===== config.mk =====
export PLATFORM = sky130hd
export DESIGN_NAME = timer_scoreboard_display
export DESIGN_NICKNAME = d
export VERILOG_FILES = /design/src/rtl/timer_scoreboard_display_pkg.sv /design/src/rtl/timer_scoreboard_display_seg7_decode.sv /design/src/rtl/timer_scoreboard_display.sv
export SDC_FILE = /design/constraint.sdc
export NUM_CORES = 1
export LEC_CHECK = 0
export ABC_AREA = 1
export ABC_CLOCK_PERIOD_IN_PS = 2200
export CAP_MARGIN = 20
export CORE_ASPECT_RATIO = 1.75
export CORE_MARGIN = 2
export CORE_UTILIZATION = 40
export DETAILED_ROUTE_END_ITERATION = 7
export SLEW_MARGIN = 5
export SYNTH_ARGS = -nofsm -noshare
export SYNTH_HDL_FRONTEND = slang
export SYNTH_HIERARCHICAL = 1
export SYNTH_SLANG_ARGS = --single-unit

===== constraint.sdc =====
create_clock -name clk -period 2.2 [get_ports clk]
set_input_delay 0.44 -clock clk [delete_from_list [all_inputs] [get_ports clk]]
set_output_delay 0.44 -clock clk [all_outputs]
set_load 0.005 [all_outputs]

===== src/rtl/timer_scoreboard_display_pkg.sv =====
// Shared constants for the scoreboard display: segment patterns, slot map, digit count.
package timer_scoreboard_display_pkg;

  localparam int unsigned NUM_DIGITS = 8;
  localparam int unsigned SLOT_W     = 3;
  localparam int unsigned VAL_W      = 32;

  // Active-low segment patterns, bit order {g,f,e,d,c,b,a}
  localparam logic [6:0] SEG_0     = 7'h40;
  localparam logic [6:0] SEG_1     = 7'h79;
  localparam logic [6:0] SEG_2     = 7'h24;
  localparam logic [6:0] SEG_3     = 7'h30;
  localparam logic [6:0] SEG_4     = 7'h19;
  localparam logic [6:0] SEG_5     = 7'h12;
  localparam logic [6:0] SEG_6     = 7'h02;
  localparam logic [6:0] SEG_7     = 7'h78;
  localparam logic [6:0] SEG_8     = 7'h00;
  localparam logic [6:0] SEG_9     = 7'h10;
  localparam logic [6:0] SEG_DASH  = 7'h3F;
  localparam logic [6:0] SEG_BLANK = 7'h7F;

  localparam logic [NUM_DIGITS-1:0] AN_OFF = 8'hFF;

  // Slot map; slots 3, 4 and 6 are unused and stay blank
  localparam logic [SLOT_W-1:0] SLOT_S1      = SLOT_W'(0);
  localparam logic [SLOT_W-1:0] SLOT_S10     = SLOT_W'(1);
  localparam logic [SLOT_W-1:0] SLOT_M       = SLOT_W'(2);
  localparam logic [SLOT_W-1:0] SLOT_SCORE_R = SLOT_W'(5);
  localparam logic [SLOT_W-1:0] SLOT_SCORE_L = SLOT_W'(7);

endpackage


===== src/rtl/timer_scoreboard_display_seg7_decode.sv =====
// Combinational BCD-to-seven-segment decoder (active-low); anything above 9 shows a dash.
//   value     : 32-bit digit value
//   pattern_c : {g,f,e,d,c,b,a} active-low pattern
module seg7_decode
  import timer_scoreboard_display_pkg::*;
(
  input  logic [VAL_W-1:0] value,
  output logic [6:0]       pattern_c
);

  always_comb begin
    pattern_c = SEG_DASH;
    if (value[VAL_W-1:4] == 28'd0) begin
      case (value[3:0])
        4'd0:    pattern_c = SEG_0;
        4'd1:    pattern_c = SEG_1;
        4'd2:    pattern_c = SEG_2;
        4'd3:    pattern_c = SEG_3;
        4'd4:    pattern_c = SEG_4;
        4'd5:    pattern_c = SEG_5;
        4'd6:    pattern_c = SEG_6;
        4'd7:    pattern_c = SEG_7;
        4'd8:    pattern_c = SEG_8;
        4'd9:    pattern_c = SEG_9;
        default: pattern_c = SEG_DASH;
      endcase
    end
  end

endmodule


===== src/rtl/timer_scoreboard_display.sv =====
// Scans game-clock digits and both player scores onto an 8-digit common-anode display,
// blinks the timer field after expiry and pulses time_up once per expiry.
//   clk, reset        : clock, asynchronous active-low reset
//   m, s10, s1        : game-clock digits (minutes, tens of seconds, seconds)
//   score_l, score_r  : player score digits
//   an                : active-low digit enables, an[0] rightmost
//   seg, dp           : active-low segments {g..a} and decimal point
//   time_up           : one-cycle pulse when the captured clock reaches 0:00
module timer_scoreboard_display
  import timer_scoreboard_display_pkg::*;
#(
  parameter int unsigned REFRESH_DIV = 100000,
  parameter int unsigned BLINK_DIV   = 25000000
)(
  input  logic                  clk,
  input  logic                  reset,
  input  logic [VAL_W-1:0]      m,
  input  logic [VAL_W-1:0]      s10,
  input  logic [VAL_W-1:0]      s1,
  input  logic [3:0]            score_l,
  input  logic [3:0]            score_r,
  output logic [NUM_DIGITS-1:0] an,
  output logic [6:0]            seg,
  output logic                  dp,
  output logic                  time_up
);

  localparam int unsigned REF_W = $clog2(REFRESH_DIV);
  localparam int unsigned BLK_W = $clog2(BLINK_DIV);

  logic [REF_W-1:0]  refresh_cnt;
  logic [SLOT_W-1:0] slot;
  logic [VAL_W-1:0]  m_q, s10_q, s1_q;
  logic [3:0]        score_l_q, score_r_q;
  logic              expired, expired_d;
  logic [BLK_W-1:0]  blink_cnt;
  logic              blink_phase;

  logic              refresh_wrap_c;
  logic              timer_hidden_c;
  logic              slot_lit_c;
  logic [VAL_W-1:0]  digit_val_c;
  logic [6:0]        dec_seg_c;

  assign refresh_wrap_c = (refresh_cnt == REF_W'(REFRESH_DIV - 1));
  // Gate on expired too, so the timer is steady the cycle after expiry clears
  assign timer_hidden_c = expired & blink_phase;

  // Slot timing and input capture; captured values only change at a slot boundary
  always_ff @(posedge clk or negedge reset) begin
    if (!reset) begin
      refresh_cnt <= '0;
      slot        <= '0;
      m_q         <= '0;
      s10_q       <= '0;
      s1_q        <= '0;
      score_l_q   <= '0;
      score_r_q   <= '0;
      expired     <= 1'b0;
    end else if (refresh_wrap_c) begin
      refresh_cnt <= '0;
      slot        <= slot + SLOT_W'(1);
      m_q         <= m;
      s10_q       <= s10;
      s1_q        <= s1;
      score_l_q   <= score_l;
      score_r_q   <= score_r;
      expired     <= (m == '0) && (s10 == '0) && (s1 == '0);
    end else begin
      refresh_cnt <= refresh_cnt + REF_W'(1);
    end
  end

  // Blink timebase runs only while expired, so it always restarts in the visible phase
  always_ff @(posedge clk or negedge reset) begin
    if (!reset) begin
      blink_cnt   <= '0;
      blink_phase <= 1'b0;
    end else if (!expired) begin
      blink_cnt   <= '0;
      blink_phase <= 1'b0;
    end else if (blink_cnt == BLK_W'(BLINK_DIV - 1)) begin
      blink_cnt   <= '0;
      blink_phase <= ~blink_phase;
    end else begin
      blink_cnt   <= blink_cnt + BLK_W'(1);
    end
  end

  // Rising-edge detect on expired
  always_ff @(posedge clk or negedge reset) begin
    if (!reset) begin
      expired_d <= 1'b0;
      time_up   <= 1'b0;
    end else begin
      expired_d <= expired;
      time_up   <= expired & ~expired_d;
    end
  end

  // Select the value shown in the current slot
  always_comb begin
    digit_val_c = '0;
    slot_lit_c  = 1'b0;
    case (slot)
      SLOT_S1: begin
        digit_val_c = s1_q;
        slot_lit_c  = ~timer_hidden_c;
      end
      SLOT_S10: begin
        digit_val_c = s10_q;
        slot_lit_c  = ~timer_hidden_c;
      end
      SLOT_M: begin
        digit_val_c = m_q;
        slot_lit_c  = ~timer_hidden_c;
      end
      SLOT_SCORE_R: begin
        digit_val_c = {28'd0, score_r_q};
        slot_lit_c  = 1'b1;
      end
      SLOT_SCORE_L: begin
        digit_val_c = {28'd0, score_l_q};
        slot_lit_c  = 1'b1;
      end
      default: begin
        digit_val_c = '0;
        slot_lit_c  = 1'b0;
      end
    endcase
  end

  seg7_decode u_decode (
    .value     (digit_val_c),
    .pattern_c (dec_seg_c)
  );

  // Registered display drive
  always_ff @(posedge clk or negedge reset) begin
    if (!reset) begin
      an  <= AN_OFF;
      seg <= SEG_BLANK;
      dp  <= 1'b1;
    end else begin
      an  <= slot_lit_c ? ~(NUM_DIGITS'(1) << slot) : AN_OFF;
      seg <= slot_lit_c ? dec_seg_c : SEG_BLANK;
      dp  <= 1'b1;
    end
  end

endmodule


Yosys cells after proc, flatten, opt, wreduce, memory -nomap -nowiden --
Memory sizes are Yosys's and may differ from the RTL's. Cells that the tools add are included.
Storage, ports and cells: output and inout port bits 17, latch bits 0, bits in read-only memories 112, memory bits (writable) 0, bits in registers 168, input bits 106, memories kept 1
Memories:
- (name not given) | depth 16, width 7, rd ports 1, clocked after memory_dff 0, write ports 0, RTL line timer_scoreboard_display_seg7_decode.sv:14 | case (value[3:0])
Operators by class: add/subtract/negate cells 3, reduce and logical (&&, ||, !) cells 9, magnitude comparators 0, shift-type cells 1, div/mod/pow operators 0, multipliers 0, bitwise operators 6, eq/ne operators 7, muxes and demuxes 10
Operators with widths (count):
- 32-bit one-hot mux with 5 select lines | 1
- 32-bit zero test | 3
- 25-bit two-way mux | 2
- 28-bit zero test | 1
- 25-bit by 1-bit adder with 25-bit output, second input constant | 1
- 25-bit == test, second input constant | 1
- 17-bit by 1-bit adder with 17-bit output, second input constant | 1
- 17-bit == test, second input constant | 1
- 17-bit two-way mux | 1
- 7-bit two-way mux | 2
- 8-bit two-way mux | 1
- 8-bit inverter | 1
- 1-bit by 3-bit << shifter with 8-bit output, first input constant | 1
- 3-bit == test, second input constant | 2
- 3-bit by 1-bit adder with 3-bit output, second input constant | 1
- 3-bit by 1-bit == test with 1-bit output, second input constant | 1
- 3-bit by 2-bit == test with 1-bit output, second input constant | 1
- 3-bit zero test | 1
- 1-bit inverter | 3
- 3-bit OR reduction | 1
- 1-bit bitwise AND | 2
- 1-bit logical AND | 2
- 1-bit two-way mux | 2
- 2-bit by 1-bit != test with 1-bit output, second input constant | 1
- 2 further kinds | 2

Logic depth before layout (Yosys ltp) --
Gate-level depths: netlist (run 1).
word-level depth 5, mapped depth 16, mapped depth without buffers 15

Cells and area by module --
The synthesis (run 1) kept the hierarchy.
Modules (own cells, without submodules):
- timer_scoreboard_display | cells an instance 1055, instances 1, sequential area each 4222.8 sq um, area an instance 8094.0 sq um
- seg7_decode | cells an instance 66, instances 1, sequential area each 0.0 sq um, area an instance 325.3 sq um

Worst setup path after synthesis (run 1) --
OpenSTA, ideal clock, no wires.
path type register to register, start point reg slot[1], end point reg seg[3], path buffers 1, setup slack 93 ps, stages on the path, launching flop included 16, data required time 2119 ps, data arrival time 2026 ps, library setup time 81 ps, period minus slack after synthesis 2107 ps, path through dfrtp_1 inv_1 ha_1 nand2_1 inv_2 clkbuf_1 a221oi_1 nand2_1 inv_1 ha_1 nand2_1 inv_1 o21ai_1 nand3b_1 inv_1 nand2_1
On the way: longest elaborated chain between the ends 5, elaborated cells on any way between the ends 13, those cells by class eq/ne: 4; mux: 4; reduce/logical: 4; memory: 1
RTL lines:
- start: declaration | RTL line timer_scoreboard_display.sv:32 | logic [SLOT_W-1:0] slot;
- start signal: assignment | RTL line timer_scoreboard_display.sv:62 | slot <= slot + SLOT_W'(1);
- 3-bit == test, or another cell as far along | RTL line timer_scoreboard_display.sv:105 | case (slot)
- 32-bit one-hot mux with 5 select lines (*) | RTL line timer_scoreboard_display.sv:105
- via digit_val_c[1] | RTL line timer_scoreboard_display.sv:42 | logic [VAL_W-1:0] digit_val_c;
- memory 16 x 7 bit (*)
- 7-bit two-way mux (*) | RTL line timer_scoreboard_display_seg7_decode.sv:13 | if (value[VAL_W-1:4] == 28'd0) begin
- via dec_seg_c[3] | RTL line timer_scoreboard_display.sv:43 | logic [6:0] dec_seg_c;
- 7-bit two-way mux (*) | RTL line timer_scoreboard_display.sv:146 | seg <= slot_lit_c ? dec_seg_c : SEG_BLANK;
- end signal: assignment | RTL line timer_scoreboard_display.sv:146
- end: declaration | RTL line timer_scoreboard_display.sv:23 | output logic [6:0] seg,
Mark *: on every way through the listed nets, which the timed path passes. The rest lies on a longest branch. A chain may end at the register's enable or synchronous reset.

Worst setup path in the final report (run 1) --
start point reg slot[1], end point reg seg[4]
The elaborated chain is that of the path after synthesis.

==> results of run 1 <==
## final cells by class
cell class / count / area (um2) / area share (%)
multi-input cells: 830 / 3670 / 34.2
clock buffers: 25 / 505 / 4.71
well taps: 252 / 315 / 2.94
clock inverters: 7 / 88.8 / 0.828
inverters: 87 / 339 / 3.16
repair buffers: 153 / 1590 / 14.8
flip-flops and latches: 168 / 4220 / 39.3
## per-stage QoR
step	instances	hold slack, ns	util [%]
after floorplan	1121	0.144	-
after global placement	1481	0.439	47.8
after detailed placement	1481	0.434	47.8
after CTS	1519	0.445	50.9
after global routing	1522	0.463	51.7
final	1522	0.430	51.7
## metal layers
| layer | track usage, % | vias to the layer above | part of all wire (%) | routed length (um) |
|---|---|---|---|---|
| met5 | 0 | - | 0.060 | 13 |
| met4 | 8.58 | 2 | 3.1 | 676 |
| met3 | 3.55 | 40 | 3.2 | 696 |
| met2 | 36.9 | 143 | 53 | 11600 |
| met1 | 24.1 | 3387 | 40 | 8840 |
| li1 | - | 3709 | - | - |
## cells in the final DEF, fill, tap and decap left out, types with 9 or more instances in the layout
cell type,n
nand2_2,12
o21ai_0,16
buf_12,9
clkdlybuf4s50_1,120
xor2_1,9
buf_4,20
dfstp_2,15
dfrtp_1,152
nor3_1,13
nand3_1,64
o21ai_1,19
nor2_1,149
nand2_1,491
inv_1,67
clkbuf_16,18
inv_2,14
ha_1,9
## cell usage after synthesis, drive strengths merged
master	number	share of area, %
and2	1	0.074
conb	1	0.045
nand2	504	22
nor3	15	1.0
or2	1	0.074
dfstp	15	4.7
a21oi	9	0.53
buf	25	3.3
a31oi	1	0.074
o21ai	37	2.2
nand3	66	4.0
clkbuf	11	0.49
nand3b	2	0.18
ha	13	1.9
a221oi	4	0.42
nor2	159	7.4
clkinv	1	0.045
dfrtp	153	45
nand4	2	0.15
xnor2	6	0.62
inv	86	3.8
xor2	9	0.94
## state kept, by name (all words and copies together), names as in the netlist
name         flops
an               8
blink_cnt       25
blink_phase      1
expired          1
expired_d        1
m_q             32
refresh_cnt     17
s10_q           32
s1_q            32
score_l_q        4
score_r_q        4
seg              7
slot             3
time_up          1
## worst register-to-register path: stages, from the launching register on
cell	delay, ns
dfrtp_2	0.44
ha_4	0.18
ha_4	0.16
nand2_1	0.06
o21ai_0	0.13
a221oi_2	0.24
nand2_2	0.13
buf_4	0.15
ha_1	0.16
inv_1	0.07
nand2_1	0.06
nand3_1	0.07
o21ai_0	0.08
nand3_1	0.08
inv_1	0.04
nand2_1	0.05
## path summary, 6_finish.rpt
| check | startpoint | endpoint | slack [ns] | cells after the start |
|---|---|---|---|---|
| setup reg to reg | slot[1]$_DFFE_PN0N_ | seg[4]$_DFF_PN1_ | 0.04 | 15 |
| max in group asynchronous | reset | s1_q[23]$_DFFE_PN0N_ | 1.02 | 3 |
| setup / recovery | slot[1]$_DFFE_PN0N_ | seg[4]$_DFF_PN1_ | 0.04 | 15 |
| hold reg to reg | expired_d$_DFF_PN0_ | time_up$_DFF_PN0_ | 0.43 | 1 |
| min in group asynchronous | reset | s1_q[2]$_DFFE_PN0N_ | 0.54 | 2 |
| hold / removal | expired_d$_DFF_PN0_ | time_up$_DFF_PN0_ | 0.43 | 1 |
## repair_timing
item                                    in CTS  in global routing
endpoints found under the setup margin       7                 13
pin swaps                                    4                 23
cloned                                       0                  1
hold buffers                                 1                  0
resized for setup                            4                 44
endpoints found under the hold margin       22                  0
setup buffers                                5                  3
## power groups by stage
stage                     Clock, mW  Sequential, mW  Combinational (mW)
final                          3.02            3.09               0.339
after global routing           3.24            3.09               0.372
after CTS                      3.09            3.09               0.347
after detailed placement          0            3.15               0.345
after global placement            0            3.15               0.345
after floorplan                   0            3.15              0.0306
## cell families (layout without fill, tap and decap cells)
kind of cell	after synthesis	count (layout)	share of synthesized area [%]
XOR/XNOR	15	15	1.56
adder cells (fa/ha/maj)	13	13	1.93
other	1	1	0.0445
buffers and inverters	123	272	7.65
flip-flops	168	168	50.2
AO/OA/AOI/OAI	51	51	3.27
AND/OR/NAND/NOR	750	750	35.4
==> impl_metrics.env, run 1 <==
export IMPL_end_kind="register"
export IMPL_syn_area_mm2=0.00842
export IMPL_die_area_mm2=0.0223
export IMPL_cp_arrival_ns=2.53
export IMPL_grt_pass1_wl_um=35700
export IMPL_cpMaxStageDelayCell="dfrtp_2"
export IMPL_fin_worst_skew_ns=0.00882
export IMPL_worst_pin_slew_ns=0.563
export IMPL_htreeDepth=4
export IMPL_intPower_mw=5.10
export IMPL_p_clk_share_pct=46.8
export IMPL_p_leak_nw=4.87
export IMPL_total_power_mw=6.45
export IMPL_fin_nets=1376
export IMPL_floorplan_initialDensity_pct=40.6
export IMPL_setup_tns_final_ns=0
export IMPL_preCtsSetupSlack_ns=-0.0554
export IMPL_setup_worst_path_class="reg2reg"
export IMPL_grt_pass1_vias=7264
export IMPL_cp_start_kind="register"
export IMPL_gp_congestion=0.878
export IMPL_p_per_area_mw_per_mm2=601
export IMPL_finalSetupViolCount=0
export IMPL_cts_tree="yes"
export IMPL_row_count=70
export IMPL_switching_power_mw=1.35
export IMPL_hold_path_class="reg2reg"
export IMPL_p_seq_share_pct=47.9
export IMPL_worstPathCellList="ha_4 -> ha_4 -> nand2_1 -> o21ai_0 -> a221oi_2 -> nand2_2 -> buf_4 -> ha_1 -> inv_1 -> nand2_1 -> nand3_1 -> o21ai_0 -> nand3_1 -> inv_1 -> nand2_1"
export IMPL_grt_overflow_total=0
export IMPL_finalInstanceArea_mm2=0.0107
export IMPL_antenna_found_initial=1
export IMPL_slew_headroom_pct=62.3
export IMPL_worst_slack_ns=0.0447
export IMPL_clock_sinks=168
export IMPL_cp_max_fo=4
export IMPL_portBuffers=121
export IMPL_slew_viol_final=0
export IMPL_path_clk_slew_ns=0.06
export IMPL_diodes=0
export IMPL_worstSkewPairLatency_ns=0.44
export IMPL_firstDrtPassIters=5
export IMPL_ctsLongestPathBuffers=2
export IMPL_drive_above_1_share_pct=10.7
export IMPL_cpLargestDelayFamily="adder cells"
export IMPL_final_fill_count=1991
export IMPL_avgRoutedWirePerCell_um=14.3
export IMPL_ant_nets=0
export IMPL_period_share_pct=98.0
export IMPL_vdd_drop_max_v=0.000538
export IMPL_die_h_um=196
export IMPL_grt_setup_unrepaired="true"
export IMPL_numCtsBuffers=17
export IMPL_yosysSeqAreaShare_pct=50.2
export IMPL_max_freq_mhz=464
export IMPL_layout_min_cycle_time_ns=2.16
export IMPL_layout_area_overhead_vs_synth_pct=27.5
export IMPL_path_buf_inv=3
export IMPL_grt_start_max_net_pins=76
export IMPL_maxCapViolCount=0
export IMPL_synthCells=1121
export IMPL_place_hpwl_um=16000
export IMPL_core_area_mm2=0.0208
export IMPL_cpPeakStageDelay_ns=0.44
export IMPL_via_per_inst=4.78
export IMPL_power_frac_comb_pct=5.3
export IMPL_avgSynthCellArea_um2=7.51
export IMPL_dieWidth_um=114
export IMPL_status="finished clean"
export IMPL_cp_common_cell="nand2_1"
export IMPL_dpl_cell_area_mm2=0.00993
export IMPL_post_route_drc_count=0
export IMPL_wl_um=21800
export IMPL_worst_ep_required_time_ns=2.58
export IMPL_vias=7281
export IMPL_hold_viol_final=0
export IMPL_ioPinCount=123
export IMPL_drt_initial_drc_count=380
export IMPL_grt_usage_pct=20.6
export IMPL_synth_seq_cells=168
export IMPL_ys_warn_count=6
export IMPL_swShare_pct=20.9
export IMPL_synth_cell_type_count=33
export IMPL_syn_nets=1240
export IMPL_cts_root_buffer="clkbuf_16"
Power figures use the tool's default switching activity.
==> run 2: changes to the inputs <==
ABC_CLOCK_PERIOD_IN_PS = 2600   (was 2200)
clock period = 2.6 ns   (was 2.2 ns; I/O delays follow)
==> run 2 against run 1 <==
Global-route usage is 0.36 points lower. Register-to-register slack better by 0.19 ns. Largest power group unchanged. Utilization is 1.6 points lower. Power is 17% lower. Critical path depth stayed put.
==> impl_metrics.env, run 2 (synthesis results as in run 1) <==
export IMPL_wl_um=21300
export IMPL_drt_initial_drc_count=489
export IMPL_fin_cells=1504
export IMPL_status="finished clean"
export IMPL_firstDrtPassIters=5
export IMPL_place_hpwl_um=16000
export IMPL_slew_headroom_pct=59.3
export IMPL_row_count=70
export IMPL_postCtsSetupRepairBufs=0
export IMPL_antenna_found_initial=1
export IMPL_grt_pass1_wl_um=35200
export IMPL_ioPinCount=123
export IMPL_period_share_pct=91.1
export IMPL_switching_power_mw=1.17
export IMPL_grt_start_max_net_pins=84
export IMPL_max_freq_mhz=422
export IMPL_multi_input_area_mm2=0.00356
export IMPL_ctsLongestPathBuffers=2
export IMPL_final_common_cell="nand2_1"
export IMPL_worst_slack_ns=0.232
export IMPL_hold_path_class="in2async"
export IMPL_vias=7106
export IMPL_intPower_mw=4.19
export IMPL_dieWidth_um=114
export IMPL_cp_start_kind="register"
export IMPL_setup_tns_final_ns=0
export IMPL_fin_util_pct=50.1
export IMPL_layout_area_overhead_vs_synth_pct=23.5
export IMPL_maxCapViolCount=0
export IMPL_worstSkewPairLatency_ns=0.44
export IMPL_slew_viol_final=0
export IMPL_cpPeakStageDelay_ns=0.37
export IMPL_final_fill_count=2030
export IMPL_worst_pin_slew_ns=0.608
export IMPL_cp_arrival_ns=2.74
export IMPL_die_area_mm2=0.0223
export IMPL_htreeDepth=4
export IMPL_cts_tree="yes"
export IMPL_dp_cells=1472
export IMPL_clock_sinks=168
export IMPL_fin_nets=1358
export IMPL_finalSetupViolCount=0
export IMPL_grt_setup_unrepaired="false"
export IMPL_reg_largest_list="m_q: 32 flops, s10_q: 32 flops, s1_q: 32 flops"
export IMPL_seqCellArea_mm2=0.00422
export IMPL_cts_hold_buffers=0
export IMPL_core_area_mm2=0.0208
export IMPL_hold_viol_final=0
export IMPL_numCtsBuffers=17
export IMPL_via_per_inst=4.72
export IMPL_rrSetupSlack_ns=0.23
export IMPL_r2r_end="seg[3]$_DFF_PN1_"
export IMPL_vdd_drop_max_v=0.000446
export IMPL_grt_usage_pct=20.2
export IMPL_p_seq_share_pct=48.7
export IMPL_fin_worst_skew_ns=0.00994
export IMPL_worstPathCellList="inv_1 -> ha_1 -> nand2_1 -> inv_1 -> buf_4 -> a221oi_1 -> nand2_1 -> inv_1 -> ha_1 -> nand2_1 -> inv_1 -> o21ai_1 -> nand3b_1 -> inv_1 -> nand2_1"
export IMPL_die_h_um=196
export IMPL_portBuffers=121
export IMPL_ant_nets=0
export IMPL_path_clk_slew_ns=0.06
export IMPL_post_route_drc_count=0
export IMPL_diodes=0
export IMPL_r2r_cells=15
export IMPL_cpMaxStageDelayCell="dfrtp_1"
export IMPL_worst_ep_required_time_ns=2.98
export IMPL_drive_above_1_share_pct=6.79
export IMPL_cp_max_fo=11
export IMPL_floorplan_initialDensity_pct=40.6
export IMPL_timing_rr_start="slot[0]$_DFFE_PN0N_"
export IMPL_cts_resized=0
export IMPL_grt_overflow_total=0
export IMPL_avgRoutedWirePerCell_um=14.2
export IMPL_preCtsSetupSlack_ns=0.250
export IMPL_swShare_pct=21.9
export IMPL_gp_congestion=0.868
export IMPL_layout_common_cells="nand2_1, dfrtp_1, nor2_1"
export IMPL_end_kind="register"
export IMPL_p_leak_nw=4.74
export IMPL_p_clk_share_pct=46.1
export IMPL_cp_common_cell="inv_1"
export IMPL_setup_worst_path_class="reg2reg"
export IMPL_grt_pass1_vias=7252
export IMPL_power_frac_comb_pct=5.2
export IMPL_cts_root_buffer="clkbuf_16"
export IMPL_layout_min_cycle_time_ns=2.37
export IMPL_p_per_area_mw_per_mm2=516
[run 2: changes by cell type in the layout (fill, tap and decap cells not counted), sizes merged]
| cell | previous run | this run |
|---|---|---|
| bufinv | 2 | 1 |
| clkinvlp | 0 | 5 |
| buf | 31 | 15 |
| dlygate4sd3 | 1 | 0 |
| inv | 87 | 86 |
| clkbuf | 26 | 22 |
[run 2: final cells by class]
type | instances | share of cell area, %
clock buffer | 22 | 4.66
tap | 252 | 3.03
multi-input combinational | 830 | 34.3
clock inverter | 10 | 0.914
sequential | 168 | 40.6
timing repair buffer | 135 | 13.4
inverter | 87 | 3.14
[run 2: worst max-delay path by stage]
stage | to | startpoint | slack, ns
CTS | seg[3]$_DFF_PN1_ | slot[0]$_DFFE_PN0N_ | 0.23
floorplan | seg[3]$_DFF_PN1_ | slot[1]$_DFFE_PN0N_ | 0.49
global placement | seg[3]$_DFF_PN1_ | slot[0]$_DFFE_PN0N_ | 0.33
finish | seg[3]$_DFF_PN1_ | slot[0]$_DFFE_PN0N_ | 0.23
detailed placement | seg[3]$_DFF_PN1_ | slot[0]$_DFFE_PN0N_ | 0.25
global route | seg[3]$_DFF_PN1_ | slot[0]$_DFFE_PN0N_ | 0.002
[run 2: power groups by stage]
stage / Clock (mW) / Combinational [mW] / Sequential [mW]
final: 2.47 / 0.279 / 2.61
after global routing: 2.63 / 0.304 / 2.61
after floorplan: 0 / 0.0259 / 2.66
after detailed placement: 0 / 0.285 / 2.66
after global placement: 0 / 0.285 / 2.66
after CTS: 2.52 / 0.286 / 2.61
[run 2: critical path: cells and delay by family, from the launching register on]
family,cells,cell delay (ns)
AO/OA/AOI/OAI,2,0.38
buffers and inverters,6,0.61
flip-flops,1,0.37
AND/OR/NAND/NOR,5,0.48
adder cells (fa/ha/maj),2,0.46
[run 2: per-layer routing]
metal	up-vias	part of all wire, %	track usage [%]
li1	3670	-	-
met1	3258	41	23.1
met2	138	54	37.1
met3	38	2.7	3.06
met4	2	2.9	8.58
met5	-	0.061	0
[run 2: metrics by stage]
step                      cell area [um2]  hold WS, ns  power (mW)
final                               10400       0.0191        5.36
after global routing                10400       0.0510        5.54
after detailed placement             9820        0.384        2.95
after CTS                           10400       0.0262        5.42
after global placement               9820        0.387        2.95
after floorplan                      8420        0.224        2.69
